--- src/rtl/adc_rx_align.sv ---
// Interleaved-DDR ADC link alignment: trains each link on a per-channel
// test pattern, resolves slot ordering, deinterleaves and formats samples.
module adc_rx_align #(
    parameter int                    DATA_WIDTH = 14,
    parameter int                    NUM_LINKS  = 1,
    parameter logic [DATA_WIDTH-1:0] PAT_A      = 14'h2AAA,
    parameter logic [DATA_WIDTH-1:0] PAT_B      = 14'h1555,
    parameter int                    LOCK_COUNT = 64,
    parameter int                    TIMEOUT    = 4096
) (
    input  logic                              clk,
    input  logic                              rst,
    input  logic [NUM_LINKS*DATA_WIDTH-1:0]   d_rise,
    input  logic [NUM_LINKS*DATA_WIDTH-1:0]   d_fall,
    input  logic [NUM_LINKS-1:0]              or_rise,
    input  logic [NUM_LINKS-1:0]              or_fall,
    input  logic                              train_start,
    input  logic                              fmt_twos,
    input  logic                              or_clr,
    output logic [2*NUM_LINKS*DATA_WIDTH-1:0] ch_data,
    output logic                              ch_valid,
    output logic [2*NUM_LINKS-1:0]            or_sticky,
    output logic [NUM_LINKS-1:0]              locked,
    output logic [NUM_LINKS-1:0]              swapped,
    output logic                              train_busy,
    output logic                              train_fail
);

    localparam int DW = DATA_WIDTH;
    localparam int NL = NUM_LINKS;
    localparam int CW = $clog2(LOCK_COUNT + 1);
    localparam int TW = $clog2(TIMEOUT);

    localparam logic [CW-1:0] CNT_MAX  = CW'(LOCK_COUNT);
    localparam logic [TW-1:0] TMO_LAST = TW'(TIMEOUT - 1);
    localparam logic [DW-1:0] MSB_MASK = {1'b1, {(DW-1){1'b0}}};

    typedef enum logic [1:0] {
        IDLE,
        TRAIN,
        RUN,
        FAIL
    } state_t;

    state_t state, state_nxt;

    logic [NL*DW-1:0]   s1_rise, s1_fall;
    logic [NL-1:0]      s1_or_rise, s1_or_fall;
    logic [NL-1:0]      hit_norm, hit_swap;
    logic [CW-1:0]      match_cnt [NL];
    logic [TW-1:0]      tmo_cnt;
    logic               all_locked;
    logic [DW-1:0]      fmt_mask;
    logic [2*NL*DW-1:0] ch_nxt;
    logic [2*NL-1:0]    or_hit;

    always_ff @(posedge clk) begin
        if (rst) begin
            s1_rise    <= '0;
            s1_fall    <= '0;
            s1_or_rise <= '0;
            s1_or_fall <= '0;
        end else begin
            s1_rise    <= d_rise;
            s1_fall    <= d_fall;
            s1_or_rise <= or_rise;
            s1_or_fall <= or_fall;
        end
    end

    always_comb begin
        hit_norm = '0;
        hit_swap = '0;
        for (int k = 0; k < NL; k++) begin
            hit_norm[k] = (s1_rise[k*DW +: DW] == PAT_A) &&
                          (s1_fall[k*DW +: DW] == PAT_B);
            hit_swap[k] = (s1_rise[k*DW +: DW] == PAT_B) &&
                          (s1_fall[k*DW +: DW] == PAT_A);
        end
    end

    assign all_locked = &locked;

    // Locking on the same cycle as the timeout still enters RUN.
    always_comb begin
        state_nxt = state;
        if (train_start) begin
            state_nxt = TRAIN;
        end else begin
            case (state)
                TRAIN: begin
                    if (all_locked)
                        state_nxt = RUN;
                    else if (tmo_cnt == TMO_LAST)
                        state_nxt = FAIL;
                end
                default: state_nxt = state;
            endcase
        end
    end

    always_ff @(posedge clk) begin
        if (rst)
            state <= IDLE;
        else
            state <= state_nxt;
    end

    always_ff @(posedge clk) begin
        if (rst || train_start)
            tmo_cnt <= '0;
        else if (state == TRAIN && tmo_cnt != TMO_LAST)
            tmo_cnt <= tmo_cnt + 1'b1;
    end

    // A word breaking a run is re-evaluated as the start of a new run.
    always_ff @(posedge clk) begin
        if (rst || train_start) begin
            for (int k = 0; k < NL; k++)
                match_cnt[k] <= '0;
            locked  <= '0;
            swapped <= '0;
        end else if (state == TRAIN) begin
            for (int k = 0; k < NL; k++) begin
                if (!locked[k]) begin
                    if (match_cnt[k] != '0 &&
                        (swapped[k] ? hit_swap[k] : hit_norm[k])) begin
                        if (match_cnt[k] != CNT_MAX)
                            match_cnt[k] <= match_cnt[k] + 1'b1;
                        if (match_cnt[k] == CNT_MAX - 1'b1)
                            locked[k] <= 1'b1;
                    end else if (hit_norm[k] || hit_swap[k]) begin
                        match_cnt[k] <= CW'(1);
                        swapped[k]   <= hit_swap[k];
                        if (LOCK_COUNT == 1)
                            locked[k] <= 1'b1;
                    end else begin
                        match_cnt[k] <= '0;
                    end
                end
            end
        end
    end

    assign fmt_mask = fmt_twos ? MSB_MASK : '0;

    always_comb begin
        ch_nxt = '0;
        or_hit = '0;
        for (int k = 0; k < NL; k++) begin
            ch_nxt[2*k*DW +: DW] = fmt_mask ^
                (swapped[k] ? s1_fall[k*DW +: DW] : s1_rise[k*DW +: DW]);
            ch_nxt[(2*k+1)*DW +: DW] = fmt_mask ^
                (swapped[k] ? s1_rise[k*DW +: DW] : s1_fall[k*DW +: DW]);
            or_hit[2*k]   = swapped[k] ? s1_or_fall[k] : s1_or_rise[k];
            or_hit[2*k+1] = swapped[k] ? s1_or_rise[k] : s1_or_fall[k];
        end
    end

    always_ff @(posedge clk) begin
        if (rst) begin
            ch_data   <= '0;
            ch_valid  <= 1'b0;
            or_sticky <= '0;
        end else begin
            ch_data   <= ch_nxt;
            ch_valid  <= (state == RUN);
            or_sticky <= (or_clr ? '0 : or_sticky) | or_hit;
        end
    end

    assign train_busy = (state == TRAIN);
    assign train_fail = (state == FAIL);

endmodule
--- config.mk ---
export PLATFORM = sky130hd
export DESIGN_NAME = adc_rx_align
export DESIGN_NICKNAME = d
export VERILOG_FILES = /design/src/rtl/adc_rx_align.sv
export SDC_FILE = /design/constraint.sdc
export NUM_CORES = 1
export LEC_CHECK = 0
export CORE_MARGIN = 3
export CORE_UTILIZATION = 50
export DETAILED_ROUTE_END_ITERATION = 8
export GPL_TIMING_DRIVEN = 0
export PLACE_DENSITY = 0.82
export SYNTH_ARGS = -nofsm -noshare
export SYNTH_HDL_FRONTEND = slang
export SYNTH_SLANG_ARGS = --single-unit
--- constraint.sdc ---
create_clock -name clk -period 2.95 [get_ports clk]
set_input_delay 0.295 -clock clk [delete_from_list [all_inputs] [get_ports clk]]
set_output_delay 0.295 -clock clk [all_outputs]
set_load 0.05 [all_outputs]
==> key figures <==
Route
  • DRC errors left: 0
  • Vias after detailed routing: 2,409
  • Total Wirelength: 6710 µm
  • Initial DRT Pass Iterations: 4
  • Post-route ant nets: 0
  • Post-DR vias/cell: about 5.1
  • Iteration-0 DRC Markers: 78
  • Routed len/inst: 14.2 µm

Clock tree
  • Post-CTS setup buffer count: 0
  • Clock Sinks: 84
  • Clock Latency Late Sink: around 0.35 ns
  • CTS tree: done
  • Post-cts gate resize count: 0
  • Clock transition at path regs: ~0.080 ns
  • CTS HTree Levels: 3
  • CTS Buf Count: 9
  • Hold buffer count at cts: 0
  • Root buf cell: clkbuf_8
  • Longest Clk Path Bufs: 2

Setup path
  • Arr. time, crit path: roughly 2.4 ns
  • Worst reg2reg path depth: 6
  • Required time of the worst setup path: roughly 3.2 ns
  • Worst Setup SP: s1_rise[6]$_SDFF_PP0_
  • CP max FO: 7
  • Critical Path Sink Type: register
  • CP startpoint kind: register
  • Critical setup path kind: reg2reg
  • Critical R2R Launch: s1_rise[6]$_SDFF_PP0_

Floorplanning
  • Rows: 28
  • Core area: roughly 6000 µm²
  • DIE WIDTH: approximately 86 µm
  • Io pins: 70
  • Initial Utilization: 0.530
  • Full die area: approximately 7400 µm²
  • Die H: 86.1 µm

STA
  • Final setup fails: 0
  • Max Clk Rate: between 400 and 500 MHz
  • Worst-Margin Slew: between 1 and 1.5 ns
  • Final Hold Fails: 0
  • Period utilization: 0.760
  • Rel. slew slack: 0.240
  • Final setup TNS: 0 ns
  • Fin crit period: ~2.2 ns
  • Final Max Tran Viols: 0
  • Setup Skew: about 0.005 ns
  • RSZ-0062 raised after global routing: false

Outcome
  • Outcome: finished clean

Flow run
  • Max-cap check violation count: 0

Placement
  • DP Wirelength: about 4800 µm
  • Port Buf Inserts: 68
  • GPL Wtd Cong: slightly below 0.8

Power
  • Power Total: around 2.3 mW
  • P_int: approximately 1.7 mW
  • Maximum VDD drop: just under 0.4 mV
  • PwrDens: about 550 nW/µm²
  • Clk pwr share: 0.360
  • Leak pwr: between 1 and 1.5 nW
  • Combinational Power Share: 0.104
  • Sw Share: 0.249
  • Sequential power share: 0.536
  • Psw: roughly 0.57 mW

Synthesis
  • Syn Nets: roughly 350
  • Mapped Avg Cell Area: approximately 10 µm²
  • Synth Flop Type: dfxtp_1
  • YS warnings: 0
  • Synth unique cells: 40
  • Synth Register Bits: 84
  • Syn Std Cell Area: between 3000 and 4000 µm²
  • Register area share after synthesis: 0.545
  • Mapped Cells: between 300 and 400
  • Post-synth EDFFs: 7
  • Asr flop ratio synth: 0

Cells and area
  • Most frequent cells in the layout: 77 x dfxtp_1, 68 x clkdlybuf4s50_1, 50 x nor2_1, 31 x nor2b_1, 30 x mux2i_1
  • Fill cells: between 400 and 500
  • Antenna Cells: 0
  • Nets@finish: ~430
  • Share of cells above drive strength 1: 0.0477
  • Area Overhead vs Synth: 30.4%
  • Reg area: between 1500 and 2000 µm²
  • Area of the multi-input gates: 1380 µm²
  • Most common cell after layout, fill and taps aside: dfxtp_1

GRT
  • Vias in the first global route: ~2,400
  • Global Route Usage Sum: 0.199
  • Initial antenna violation count: 0
  • First-pass GRT wire length: between 10,000 and 15,000 µm
  • GRT overflow: 0
  • Largest net degree at the start of global routing: 15

Hold path
  • Hold-critical path depth: 2
  • Hold Crit Class: in2reg
  • Hold path start: rst
## worst paths after layout
| path | endpoint | slack (ns) |
|---|---|---|
| max | match_cnt[0][0]$_SDFFCE_PP0P_ | 0.71 |
| min | s1_fall[2]$_SDFF_PP0_ | 0.34 |
| max reg2reg | match_cnt[0][0]$_SDFFCE_PP0P_ | 0.71 |
| min reg2reg | or_sticky[1]$_SDFF_PP0_ | 0.47 |
## power groups by stage
stage	Sequential [mW]	Clock [mW]	Combinational, mW
after detailed placement	1.25	0	0.239
after global routing	1.23	0.889	0.254
final	1.23	0.823	0.238
after CTS	1.23	0.834	0.240
after floorplan	1.31	0	0.0771
after global placement	1.25	0	0.236
## cells in the mapped netlist (6+ instances only)
cell type / number / area [µm²]
clkbuf_1: 12 / 45.0
inv_1: 6 / 22.5
a21oi_1: 7 / 35.0
xor2_1: 9 / 78.8
nor2b_1: 31 / 194
nor4bb_1: 9 / 90.1
xnor2_1: 7 / 61.3
nor2_1: 50 / 188
edfxtp_1: 7 / 210
nand4_1: 7 / 43.8
mux2i_1: 30 / 300
nand2_1: 12 / 45.0
dfxtp_1: 77 / 1540
## layer usage
layer | global-route usage | wire length, µm | up-vias
met5 | 0 | 0 | -
met4 | 0.0906 | 93 | 0
met3 | 0.0500 | 367 | 6
met2 | 0.320 | 3110 | 62
met1 | 0.250 | 3140 | 1104
li1 | - | - | 1237
## layout make-up
type | count | area share
clock buffers | 11 | 0.0338
plain buffers | 14 | 0.0128
repair buffers | 68 | 0.163
inverters | 6 | 0.00538
multi-input cells | 210 | 0.330
clock inverters | 5 | 0.0143
flip-flops and latches | 84 | 0.418
well taps | 75 | 0.0224
## worst max-delay path: stages (launching register included)
cell,delay [ns]
dfxtp_1,0.33
or4b_1,0.55
or2_0,0.22
o32a_1,0.35
or3_1,0.35
buf_2,0.17
o22ai_2,0.13
## kinds of logic (layout without fill, tap and decap cells)
kind of cell / after synthesis / after routing / share of synthesized area
AND/OR/NAND/NOR: 141 / 141 / 0.240
flip-flops: 84 / 84 / 0.545
multiplexers: 30 / 30 / 0.0935
AO/OA/AOI/OAI: 20 / 20 / 0.0425
buffers and inverters: 20 / 104 / 0.0238
XOR/XNOR: 16 / 16 / 0.0436
adder cells (fa/ha/maj): 3 / 3 / 0.0117
## per-stage QoR
step	setup WS (ns)	utilization	hold WS, ns	area (µm²)	instances
6_report	0.708	0.691	0.337	4190	473
5_1_grt	0.405	0.691	0.340	4190	473
4_1_cts	0.724	0.691	0.312	4190	473
3_5_place_dp	0.738	0.658	0.468	3990	457
3_3_place_gp	0.758	0.658	0.456	3990	457
2_1_floorplan	0.859	-	0.412	3210	314
## state kept, by name, summed over array words and instances, names as in the netlist, 2 cells and up
signal / count
match_cnt: 7
state: 2
s1_rise: 14
s1_fall: 14
ch_data: 28
tmo_cnt: 12
or_sticky: 2
Power figures use the tool's default switching activity.
